--- src/rtl/rf_wport_pkg.sv ---
// Shared defaults and grant encoding for the register-file write-port arbiter.
package rf_wport_pkg;

    localparam int DATA_WIDTH_D   = 16;
    localparam int REG_WIDTH_D    = 4;
    localparam int FIFO_DEPTH_D   = 4;
    localparam int STARVE_LIMIT_D = 8;

    typedef enum logic [1:0] {
        GNT_NONE = 2'b00,
        GNT_WB   = 2'b01,
        GNT_FIFO = 2'b10
    } gnt_e;

endpackage

--- src/rtl/rf_wport_arbiter_fifo.sv ---
// Pending MCU result queue: storage, read/write pointers, occupancy and a
// three-port CAM that reports which destination registers are still queued.
module wb_pend_fifo
    import rf_wport_pkg::*;
#(
    parameter int DATA_WIDTH = DATA_WIDTH_D,
    parameter int REG_WIDTH  = REG_WIDTH_D,
    parameter int FIFO_DEPTH = FIFO_DEPTH_D
) (
    input  logic                  clk,
    input  logic                  rst,
    input  logic                  i_push,
    input  logic [REG_WIDTH-1:0]  i_push_reg,
    input  logic [DATA_WIDTH-1:0] i_push_data,
    input  logic                  i_pop,
    input  logic [REG_WIDTH-1:0]  i_lk_a,
    input  logic [REG_WIDTH-1:0]  i_lk_b,
    input  logic [REG_WIDTH-1:0]  i_lk_d,
    output logic [REG_WIDTH-1:0]  o_head_reg,
    output logic [DATA_WIDTH-1:0] o_head_data,
    output logic                  o_empty,
    output logic                  o_full,
    output logic                  o_pend_a,
    output logic                  o_pend_b,
    output logic                  o_pend_d
);

    localparam int PTR_W = (FIFO_DEPTH > 1) ? $clog2(FIFO_DEPTH) : 1;
    localparam logic [PTR_W-1:0] PTR_ZERO = PTR_W'(0);
    localparam logic [PTR_W-1:0] PTR_ONE  = PTR_W'(1);
    localparam logic [PTR_W:0]   CNT_ZERO = (PTR_W + 1)'(0);
    localparam logic [PTR_W:0]   CNT_ONE  = (PTR_W + 1)'(1);
    localparam logic [PTR_W:0]   CNT_FULL = (PTR_W + 1)'(FIFO_DEPTH);

    logic [PTR_W-1:0]      r_wr_ptr;
    logic [PTR_W-1:0]      r_rd_ptr;
    logic [PTR_W:0]        r_count;
    logic                  r_valid [FIFO_DEPTH];
    logic [REG_WIDTH-1:0]  r_reg   [FIFO_DEPTH];
    logic [DATA_WIDTH-1:0] r_data  [FIFO_DEPTH];
    logic                  w_push;
    logic                  w_pop;

    assign o_empty     = (r_count == CNT_ZERO);
    assign o_full      = (r_count == CNT_FULL);
    // Guards keep the queue consistent even if a caller misbehaves.
    assign w_push      = i_push & ~o_full;
    assign w_pop       = i_pop & ~o_empty;
    assign o_head_reg  = r_reg[r_rd_ptr];
    assign o_head_data = r_data[r_rd_ptr];

    // Queue storage, pointers (power-of-two depth wraps naturally) and count.
    always_ff @(posedge clk or negedge rst) begin
        if (!rst) begin
            r_wr_ptr <= PTR_ZERO;
            r_rd_ptr <= PTR_ZERO;
            r_count  <= CNT_ZERO;
            for (int i = 0; i < FIFO_DEPTH; i++) begin
                r_valid[i] <= 1'b0;
                r_reg[i]   <= {REG_WIDTH{1'b0}};
                r_data[i]  <= {DATA_WIDTH{1'b0}};
            end
        end else begin
            if (w_pop) begin
                r_valid[r_rd_ptr] <= 1'b0;
                r_rd_ptr          <= r_rd_ptr + PTR_ONE;
            end
            if (w_push) begin
                r_valid[r_wr_ptr] <= 1'b1;
                r_reg[r_wr_ptr]   <= i_push_reg;
                r_data[r_wr_ptr]  <= i_push_data;
                r_wr_ptr          <= r_wr_ptr + PTR_ONE;
            end
            case ({w_push, w_pop})
                2'b10:   r_count <= r_count + CNT_ONE;
                2'b01:   r_count <= r_count - CNT_ONE;
                default: r_count <= r_count;
            endcase
        end
    end

    // CAM match; an entry being popped this cycle is still valid and hits.
    always_comb begin
        o_pend_a = 1'b0;
        o_pend_b = 1'b0;
        o_pend_d = 1'b0;
        for (int i = 0; i < FIFO_DEPTH; i++) begin
            if (r_valid[i] && (r_reg[i] == i_lk_a)) begin
                o_pend_a = 1'b1;
            end else begin
                o_pend_a = o_pend_a;
            end
            if (r_valid[i] && (r_reg[i] == i_lk_b)) begin
                o_pend_b = 1'b1;
            end else begin
                o_pend_b = o_pend_b;
            end
            if (r_valid[i] && (r_reg[i] == i_lk_d)) begin
                o_pend_d = 1'b1;
            end else begin
                o_pend_d = o_pend_d;
            end
        end
    end

endmodule

--- src/rtl/rf_wport_arbiter.sv ---
// Shares the RF write port between WB (zero-latency pass-through) and queued
// MCU results; forces a one-cycle stall when the queue head starves or fills.
module rf_wport_arbiter
    import rf_wport_pkg::*;
#(
    parameter int DATA_WIDTH   = DATA_WIDTH_D,
    parameter int REG_WIDTH    = REG_WIDTH_D,
    parameter int FIFO_DEPTH   = FIFO_DEPTH_D,
    parameter int STARVE_LIMIT = STARVE_LIMIT_D
) (
    input  logic                  clk,
    input  logic                  rst,
    input  logic                  RegWriteW_i,
    input  logic [REG_WIDTH-1:0]  WriteRegW_i,
    input  logic [DATA_WIDTH-1:0] ResultW_i,
    input  logic                  mc_valid_i,
    input  logic [REG_WIDTH-1:0]  mc_reg_i,
    input  logic [DATA_WIDTH-1:0] mc_data_i,
    output logic                  mc_ready_o,
    output logic                  stall_o,
    output logic                  rf_we_o,
    output logic [REG_WIDTH-1:0]  rf_waddr_o,
    output logic [DATA_WIDTH-1:0] rf_wdata_o,
    input  logic [REG_WIDTH-1:0]  lk_a_i,
    input  logic [REG_WIDTH-1:0]  lk_b_i,
    input  logic [REG_WIDTH-1:0]  lk_d_i,
    output logic                  pend_a_o,
    output logic                  pend_b_o,
    output logic                  pend_d_o
);

    localparam int STARVE_W = $clog2(STARVE_LIMIT + 1);
    localparam logic [STARVE_W-1:0] STARVE_ZERO = STARVE_W'(0);
    localparam logic [STARVE_W-1:0] STARVE_ONE  = STARVE_W'(1);
    localparam logic [STARVE_W-1:0] STARVE_MAX  = STARVE_W'(STARVE_LIMIT);

    logic                  w_empty;
    logic                  w_full;
    logic                  w_push;
    logic                  w_pop;
    logic                  w_wb_req;
    logic [REG_WIDTH-1:0]  w_head_reg;
    logic [DATA_WIDTH-1:0] w_head_data;
    gnt_e                  w_gnt;
    logic [STARVE_W-1:0]   r_starve_cnt;

    // Ready and stall depend only on registered queue state.
    assign mc_ready_o = ~w_full;
    assign w_push     = mc_valid_i & ~w_full;
    assign stall_o    = ~w_empty & ((r_starve_cnt == STARVE_MAX) | w_full);
    // WB is masked while reset is held so no write escapes during reset.
    assign w_wb_req   = RegWriteW_i & rst;
    assign w_pop      = (w_gnt == GNT_FIFO);

    wb_pend_fifo #(
        .DATA_WIDTH (DATA_WIDTH),
        .REG_WIDTH  (REG_WIDTH),
        .FIFO_DEPTH (FIFO_DEPTH)
    ) u_fifo (
        .clk         (clk),
        .rst         (rst),
        .i_push      (w_push),
        .i_push_reg  (mc_reg_i),
        .i_push_data (mc_data_i),
        .i_pop       (w_pop),
        .i_lk_a      (lk_a_i),
        .i_lk_b      (lk_b_i),
        .i_lk_d      (lk_d_i),
        .o_head_reg  (w_head_reg),
        .o_head_data (w_head_data),
        .o_empty     (w_empty),
        .o_full      (w_full),
        .o_pend_a    (pend_a_o),
        .o_pend_b    (pend_b_o),
        .o_pend_d    (pend_d_o)
    );

    // Priority: forced drain, then WB, then opportunistic drain.
    always_comb begin
        w_gnt = GNT_NONE;
        if (stall_o) begin
            w_gnt = GNT_FIFO;
        end else if (w_wb_req) begin
            w_gnt = GNT_WB;
        end else if (!w_empty) begin
            w_gnt = GNT_FIFO;
        end else begin
            w_gnt = GNT_NONE;
        end
    end

    // Write-port mux driven by the grant.
    always_comb begin
        rf_we_o    = 1'b0;
        rf_waddr_o = {REG_WIDTH{1'b0}};
        rf_wdata_o = {DATA_WIDTH{1'b0}};
        case (w_gnt)
            GNT_WB: begin
                rf_we_o    = 1'b1;
                rf_waddr_o = WriteRegW_i;
                rf_wdata_o = ResultW_i;
            end
            GNT_FIFO: begin
                rf_we_o    = 1'b1;
                rf_waddr_o = w_head_reg;
                rf_wdata_o = w_head_data;
            end
            default: begin
                rf_we_o    = 1'b0;
                rf_waddr_o = {REG_WIDTH{1'b0}};
                rf_wdata_o = {DATA_WIDTH{1'b0}};
            end
        endcase
    end

    // Head wait counter, saturating so a stall is one cycle per trigger.
    always_ff @(posedge clk or negedge rst) begin
        if (!rst) begin
            r_starve_cnt <= STARVE_ZERO;
        end else if (w_pop || w_empty) begin
            r_starve_cnt <= STARVE_ZERO;
        end else if (r_starve_cnt != STARVE_MAX) begin
            r_starve_cnt <= r_starve_cnt + STARVE_ONE;
        end else begin
            r_starve_cnt <= r_starve_cnt;
        end
    end

endmodule

--- config.mk ---
export PLATFORM = sky130hd
export DESIGN_NAME = rf_wport_arbiter
export DESIGN_NICKNAME = d
export VERILOG_FILES = /design/src/rtl/rf_wport_pkg.sv /design/src/rtl/rf_wport_arbiter_fifo.sv /design/src/rtl/rf_wport_arbiter.sv
export SDC_FILE = /design/constraint.sdc
export NUM_CORES = 1
export LEC_CHECK = 0
export ABC_AREA = 0
export BUFFER_PORTS_ARGS = -buffer_cell sky130_fd_sc_hd__clkbuf_2
export CAP_MARGIN = 30
export CORE_MARGIN = 1.5
export CORE_UTILIZATION = 50
export CTS_BUF_LIST = sky130_fd_sc_hd__clkbuf_4 sky130_fd_sc_hd__clkbuf_8 sky130_fd_sc_hd__clkbuf_16
export DETAILED_ROUTE_END_ITERATION = 10
export PLACE_DENSITY_LB_ADDON = 0.2
export SETUP_SLACK_MARGIN = 0.05
export SYNTH_ARGS = -nofsm -noshare
export SYNTH_HDL_FRONTEND = slang
export SYNTH_SLANG_ARGS = --single-unit
export TNS_END_PERCENT = 100
--- constraint.sdc ---
create_clock -name clk -period 3 [get_ports clk]
set_input_delay 0.3 -clock clk [delete_from_list [all_inputs] [get_ports clk]]
set_output_delay 0.3 -clock clk [all_outputs]
set_load 0.03 [all_outputs]
==> results of run 1 <==
## layer usage
metal	wire length, µm	vias to the layer above	GRT usage
met5	0	-	0
met4	168	0	0.0714
met3	308	14	0.0337
met2	5340	64	0.343
met1	5030	1684	0.281
li1	-	1513	-
## area by class of cell
type | count | area share
clock buffers | 13 | 0.0279
clock inverters | 3 | 0.0109
inverters | 11 | 0.00692
multi-input cells | 249 | 0.445
flip-flops and latches | 95 | 0.399
well taps | 136 | 0.0285
repair buffers | 90 | 0.0818
## power groups by stage
stage	clock, µW	sequential, µW	combinational [µW]
after floorplan	0	2300	3020
after global placement	0	2490	3620
after detailed placement	0	2510	3690
after CTS	990	2500	3700
after global routing	1040	2590	3940
final	969	2510	3650
## cell usage after synthesis
cell type,n
nor2_1,4
and3b_1,2
dfrtp_1,95
and3_1,1
o21ai_0,3
buf_2,9
nand2_2,2
nand2_1,11
xnor2_1,15
fa_1,1
buf_6,7
inv_1,11
nand2b_1,1
clkbuf_1,5
a22o_1,24
nand4_1,3
nor3_1,12
a21boi_2,1
nand3_1,13
mux2i_1,1
or3_1,2
mux2_2,40
nor2_2,1
mux2_4,40
ha_1,11
mux4_2,20
xor2_1,40
o31a_1,1
## worst min-delay path by stage
| stage | slack, ns | cells after the start | start | end |
|---|---|---|---|---|
| final | 0.005 | 2 | rst | u_fifo.r_reg[9] |
| after global routing | 0.04 | 2 | rst | u_fifo.r_reg[9] |
| after CTS | 0.02 | 2 | rst | u_fifo.r_reg[9] |
| after detailed placement | 0.43 | 2 | rst | u_fifo.r_reg[9] |
| after global placement | 0.42 | 2 | rst | u_fifo.r_reg[9] |
| after floorplan | 0.004 | 0 | rst | r_starve_cnt[0] |
## worst max-delay path, stage by stage (launching register included)
cell and delay, ns:
dfrtp_1 0.41, inv_1 0.06, ha_1 0.18, and3b_1 0.20, o31a_1 0.24, buf_4 0.19, buf_4 0.22, a22o_1 0.22
clkbuf_2 0.18
## cell families (layout without fill, tap and decap cells)
kind of cell	after synthesis	after routing
muxes	101	101
DFF	95	95
xor gates and xnor gates	55	55
and+or+nand+nor	52	52
buffers and inverters	32	117
AOI/OAI and AO/OA	29	29
adders and majority gates	12	12
## per-stage QoR
step | instances | setup WS, ns
floorplan | 376 | 0.790
global placement | 581 | 0.814
detailed placement | 581 | 0.740
CTS | 597 | 0.418
global route | 597 | 0.337
finish | 597 | 0.453
==> results_dict.tcl, run 1 <==
set metrics [dict create \
    status "completed" \
    hold_class "input pin to asynchronous set/reset pin" \
    fin_setup_tns_ns 0 \
    hold_violations 0 \
    overflow 0 \
    cts_buffer_depth 2 \
    rrSetupSlack_ns 0.71 \
    io-pin-count 82 \
    seqPwrFrac 0.352 \
    synth_compound_area_frac 0.0470 \
    grt_max_degree 60 \
    internal-power_uw 4390 \
    grt_use_total 0.209 \
    syn_avg_cell_area_um2 13.9 \
    p_comb_frac 0.512 \
    core_area_um2 10200 \
    antenna_found_initial 0 \
    crit_path_start "r_starve_cnt[0]" \
    ys_seq_elements 95 \
    die_area_um2 11100 \
    ant_nets 0 \
    final_util 0.583 \
    min_period_over_period 0.849 \
    final_nets 524 \
    p_switching_uw 2740 \
    largest_reg_flops 64 \
    grt_pass1_wl_um 17700 \
    cp_data_required_time_ns 2.70 \
    finalSetupViolCount 0 \
    total_power_uw 7130 \
    worst-slew-pin-transition_ns 0.806 \
    layout_common_cells "dfrtp_1, clkbuf_2, xor2_1, mux2_4, mux2_2" \
    period_minus_slack_ns 2.55 \
    final_common_cell "dfrtp_1" \
    area_growth_syn_to_layout_pct 14.3 \
    synth-xor-area-share 0.0923 \
    reg2regPathDepth 11 \
    ys_seq_area_frac 0.456 \
    start_util 0.510 \
    grt_setup_unrepaired "no" \
    numCtsBuffers 9 \
    cts_sinks 95 \
    power_density_nw_per_um2 1200 \
    postRouteWirelength_um 10800 \
    vias_per_cell 5.49 \
    cp_max_fo 17 \
    yosysTopAreaCell "dfrtp_1" \
    cts_tree "yes" \
    synth.cell_area_um2 5220 \
    synthesis.nets 444 \
    post_cts.repair.setup_buffers 0 \
    wire_per_inst_um 18.2 \
    insertion_delay_ns 0.36 \
    yosys.area_share.adder 0.0302 \
    fillerInstances 844 \
    pwr-share-clk 0.136 \
    critical_path_class "register to output port" \
    synth.area.mux_share 0.290 \
    dp_hpwl_um 7600 \
    relSlewSlack 0.461 \
    num_vias 3275 \
    synth_cell_types 28 \
    multi_input_area_um2 2660 \
    leakage_uw 0.00289 \
    r2r_start "r_starve_cnt[0]" \
    globalplace.congestion 0.832 \
    arrival_ns 2.25 \
    drc 0 \
    clock_tree.root_cell "clkbuf_8" \
    place_area_um2 5740 \
    start_kind "register" \
    diodes 0 \
    worstReg2RegEnd "u_fifo.r_count[2]" \
    seq_area_um2 2380 \
    dieHeight_um 105 \
    drt_iter0_drc 177 \
    maxSlewViolCount 0 \
    fp-row-count 37 \
    synth_top_area_share 0.456 \
    synth_top_family_by_area "multiplexers" \
    die_w_um 105 \
    port_buffers 81 \
    drive_gt1_frac 0.458 \
    fin_area_um2 5970 \
    clkTransAtPathRegs_ns 0.10 \
    cts_max_level 3 \
    grt_pass1_vias 3373 \
    endpoint_kind "output port" \
    synthTopCellsByArea "dfrtp_1, mux2_4, mux2_2, mux4_2, xor2_1" \
    synthSimpleGateAreaFrac 0.0501 \
    cts_hold_buf 0 \
    drt-pass1-iter-count 4 \
    synthCells 376 \
    hold_slack_ns 0.00503 \
    drv_cap 0 \
    finClkSkew_ns 0.0129 \
    fmax_mhz 393 \
    cts_resized 0 \
    ir_worst_vdd_uv 551 \
    switching_share 0.384 \
    cp-endpoint "rf_waddr_o[0]" \
    synth_warnings 0 \
]
No activity file was read; power rests on OpenSTA's default activity.
==> inputs of run 2 (changes only) <==
==> constraint.sdc (replaced) <==
create_clock -name clk -period 2.25 [get_ports clk]
set_input_delay 0.225 -clock clk [delete_from_list [all_inputs] [get_ports clk]]
set_output_delay 0.225 -clock clk [all_outputs]
set_load 0.03 [all_outputs]
==> run 2 against run 1 <==
The flow now finishes with violations (negative hold slack, negative setup slack). Final cell count rose by 3.4%. Sequential share of layout area decreased by 2.1 points. Core utilization up 3.3 points. Sequential power increased by 30%. Setup slack worse by 0.47 ns. Count of clock-buffer cells in the layout unchanged. Highest routed layer unchanged. Non-clock buffer count grew 20. Critical path depth unchanged. Clock power increased by 7%. Design area is 5.7% higher.
==> results_dict.tcl, run 2 (same netlist as run 1, synthesis figures left out) <==
set metrics [dict create \
    finClkSkew_ns 0.00970 \
    die_w_um 105 \
    drc 0 \
    overflow 0 \
    start_kind "register" \
    reg2regPathDepth 10 \
    io-pin-count 82 \
    status "finished, violations left" \
    ant_nets 0 \
    period_minus_slack_ns 2.27 \
    insertion_delay_ns 0.35 \
    largest_reg_flops 64 \
    grt_pass1_vias 3584 \
    hold_class "input pin to asynchronous set/reset pin" \
    port_buffers 81 \
    globalplace.congestion 0.834 \
    ir_worst_vdd_uv 817 \
    drive_gt1_frac 0.499 \
    leakage_uw 0.00303 \
    grt_use_total 0.214 \
    cts_tree "yes" \
    drt-pass1-iter-count 4 \
    finalSetupViolCount 12 \
    hold_violations 13 \
    area_growth_syn_to_layout_pct 20.8 \
    worstReg2RegEnd "u_fifo.r_count[2]" \
    core_area_um2 10200 \
    setup_slack_ns -0.0178 \
    fin_setup_tns_ns -0.165 \
    final_common_cell "dfrtp_1" \
    min_period_over_period 1.01 \
    rrSetupSlack_ns 0.14 \
    relSlewSlack 0.571 \
    num_vias 3328 \
    antenna_found_initial 0 \
    clkTransAtPathRegs_ns 0.09 \
    maxSlewViolCount 0 \
    cp_max_fo 9 \
    wire_per_inst_um 18.1 \
    vias_per_cell 5.39 \
    postRouteWirelength_um 11200 \
    cp_data_required_time_ns 2.03 \
    grt_pass1_wl_um 18400 \
    power_density_nw_per_um2 1580 \
    dieHeight_um 105 \
    drt_iter0_drc 135 \
    hold_slack_ns -0.0133 \
    instances_no_fill 617 \
    start_util 0.510 \
    final_nets 544 \
    diodes 0 \
    drv_cap 0 \
    violations "negative hold slack, negative setup slack" \
    place_inst 591 \
    endpoint_kind "output port" \
    grt_setup_unrepaired "yes" \
    layout_common_cells "dfrtp_1, clkbuf_2, xor2_1, mux2_4, mux2_2" \
    arrival_ns 2.04 \
    critical_path_class "register to output port" \
    fp-row-count 37 \
    fmax_mhz 441 \
    clock_tree.root_cell "clkbuf_8" \
    numCtsBuffers 9 \
    dp_hpwl_um 7850 \
    grt_max_degree 53 \
    r2r_start "r_starve_cnt[0]" \
    worst-slew-pin-transition_ns 0.644 \
    cts_sinks 95 \
    cts_max_level 3 \
    cts_buffer_depth 2 \
    die_area_um2 11100 \
]
[run 2: cell count changes in the layout (fill, tap and decap cells not counted), moves of 3 or more]
| cell | previous run | this run |
|---|---|---|
| clkbuf_2 | 80 | 60 |
| buf_4 | 9 | 25 |
| clkbuf_8 | 11 | 21 |
| buf_6 | 0 | 7 |
| buf_8 | 0 | 4 |
| inv_1 | 11 | 8 |
| inv_2 | 0 | 3 |
[run 2: worst max path at each step]
stage / slack (ns) / to / from
6_report: -0.02 / rf_wdata_o[3] / r_starve_cnt[0]
5_1_grt: -0.11 / rf_wdata_o[8] / r_starve_cnt[0]
4_1_cts: -0.008 / rf_wdata_o[12] / r_starve_cnt[1]
3_5_place_dp: 0.17 / u_fifo.r_count[2] / r_starve_cnt[0]
3_3_place_gp: 0.25 / u_fifo.r_count[2] / r_starve_cnt[0]
2_1_floorplan: 0.08 / u_fifo.r_count[2] / r_starve_cnt[0]
[run 2: where the power goes]
part	total [µW]	switching, µW	internal (µW)	leakage (µW)
logic	5670	2470	3210	0.00180
clock network	1040	559	484	0.0000963
registers	3270	712	2560	0.00114
[run 2: what timing repair did]
action                                  in CTS  in global routing
buffers inserted                             5                  4
hold buffers                                 0                  0
gates resized for setup                     42                 26
cloned                                       0                  1
pin swaps                                    2                  9
endpoints found under the setup margin      20                 21
[run 2: final cells by class]
cell class	instances	area, µm²
timing repair buffer	110	850
sequential	95	2380
fill	820	3930
tap	136	170
clock inverter	3	17.5
clock buffer	13	166
inverter	11	41.3
multi-input combinational	249	2680
[run 2: worst max-delay path: stages, from the launching register on]
cell,delay (ns)
dfrtp_1,0.40
inv_2,0.08
ha_4,0.12
and3b_2,0.21
o21ai_2,0.07
and3b_2,0.26
buf_6,0.16
a22o_1,0.23
clkbuf_8,0.16
[run 2: layer usage]
layer	vias up	wire length [µm]	track usage
met1	1714	5060	0.289
met2	49	5640	0.351
met3	9	343	0.0418
met4	0	109	0.0656
li1	1556	-	-
met5	-	0	0
[run 2: stage by stage]
| step | hold slack (ns) | utilization | power, µW | setup slack (ns) | instance area, µm² |
|---|---|---|---|---|---|
| 2_1_floorplan | -0.0706 | - | 7100 | 0.0831 | 5220 |
| 3_3_place_gp | 0.395 | 0.568 | 8220 | 0.252 | 5810 |
| 3_5_place_dp | 0.405 | 0.568 | 8340 | 0.166 | 5810 |
| 4_1_cts | 0.00622 | 0.605 | 9890 | -0.00775 | 6190 |
| 5_1_grt | 0.0153 | 0.616 | 10600 | -0.111 | 6300 |
| 6_report | -0.0133 | 0.616 | 9990 | -0.0178 | 6300 |
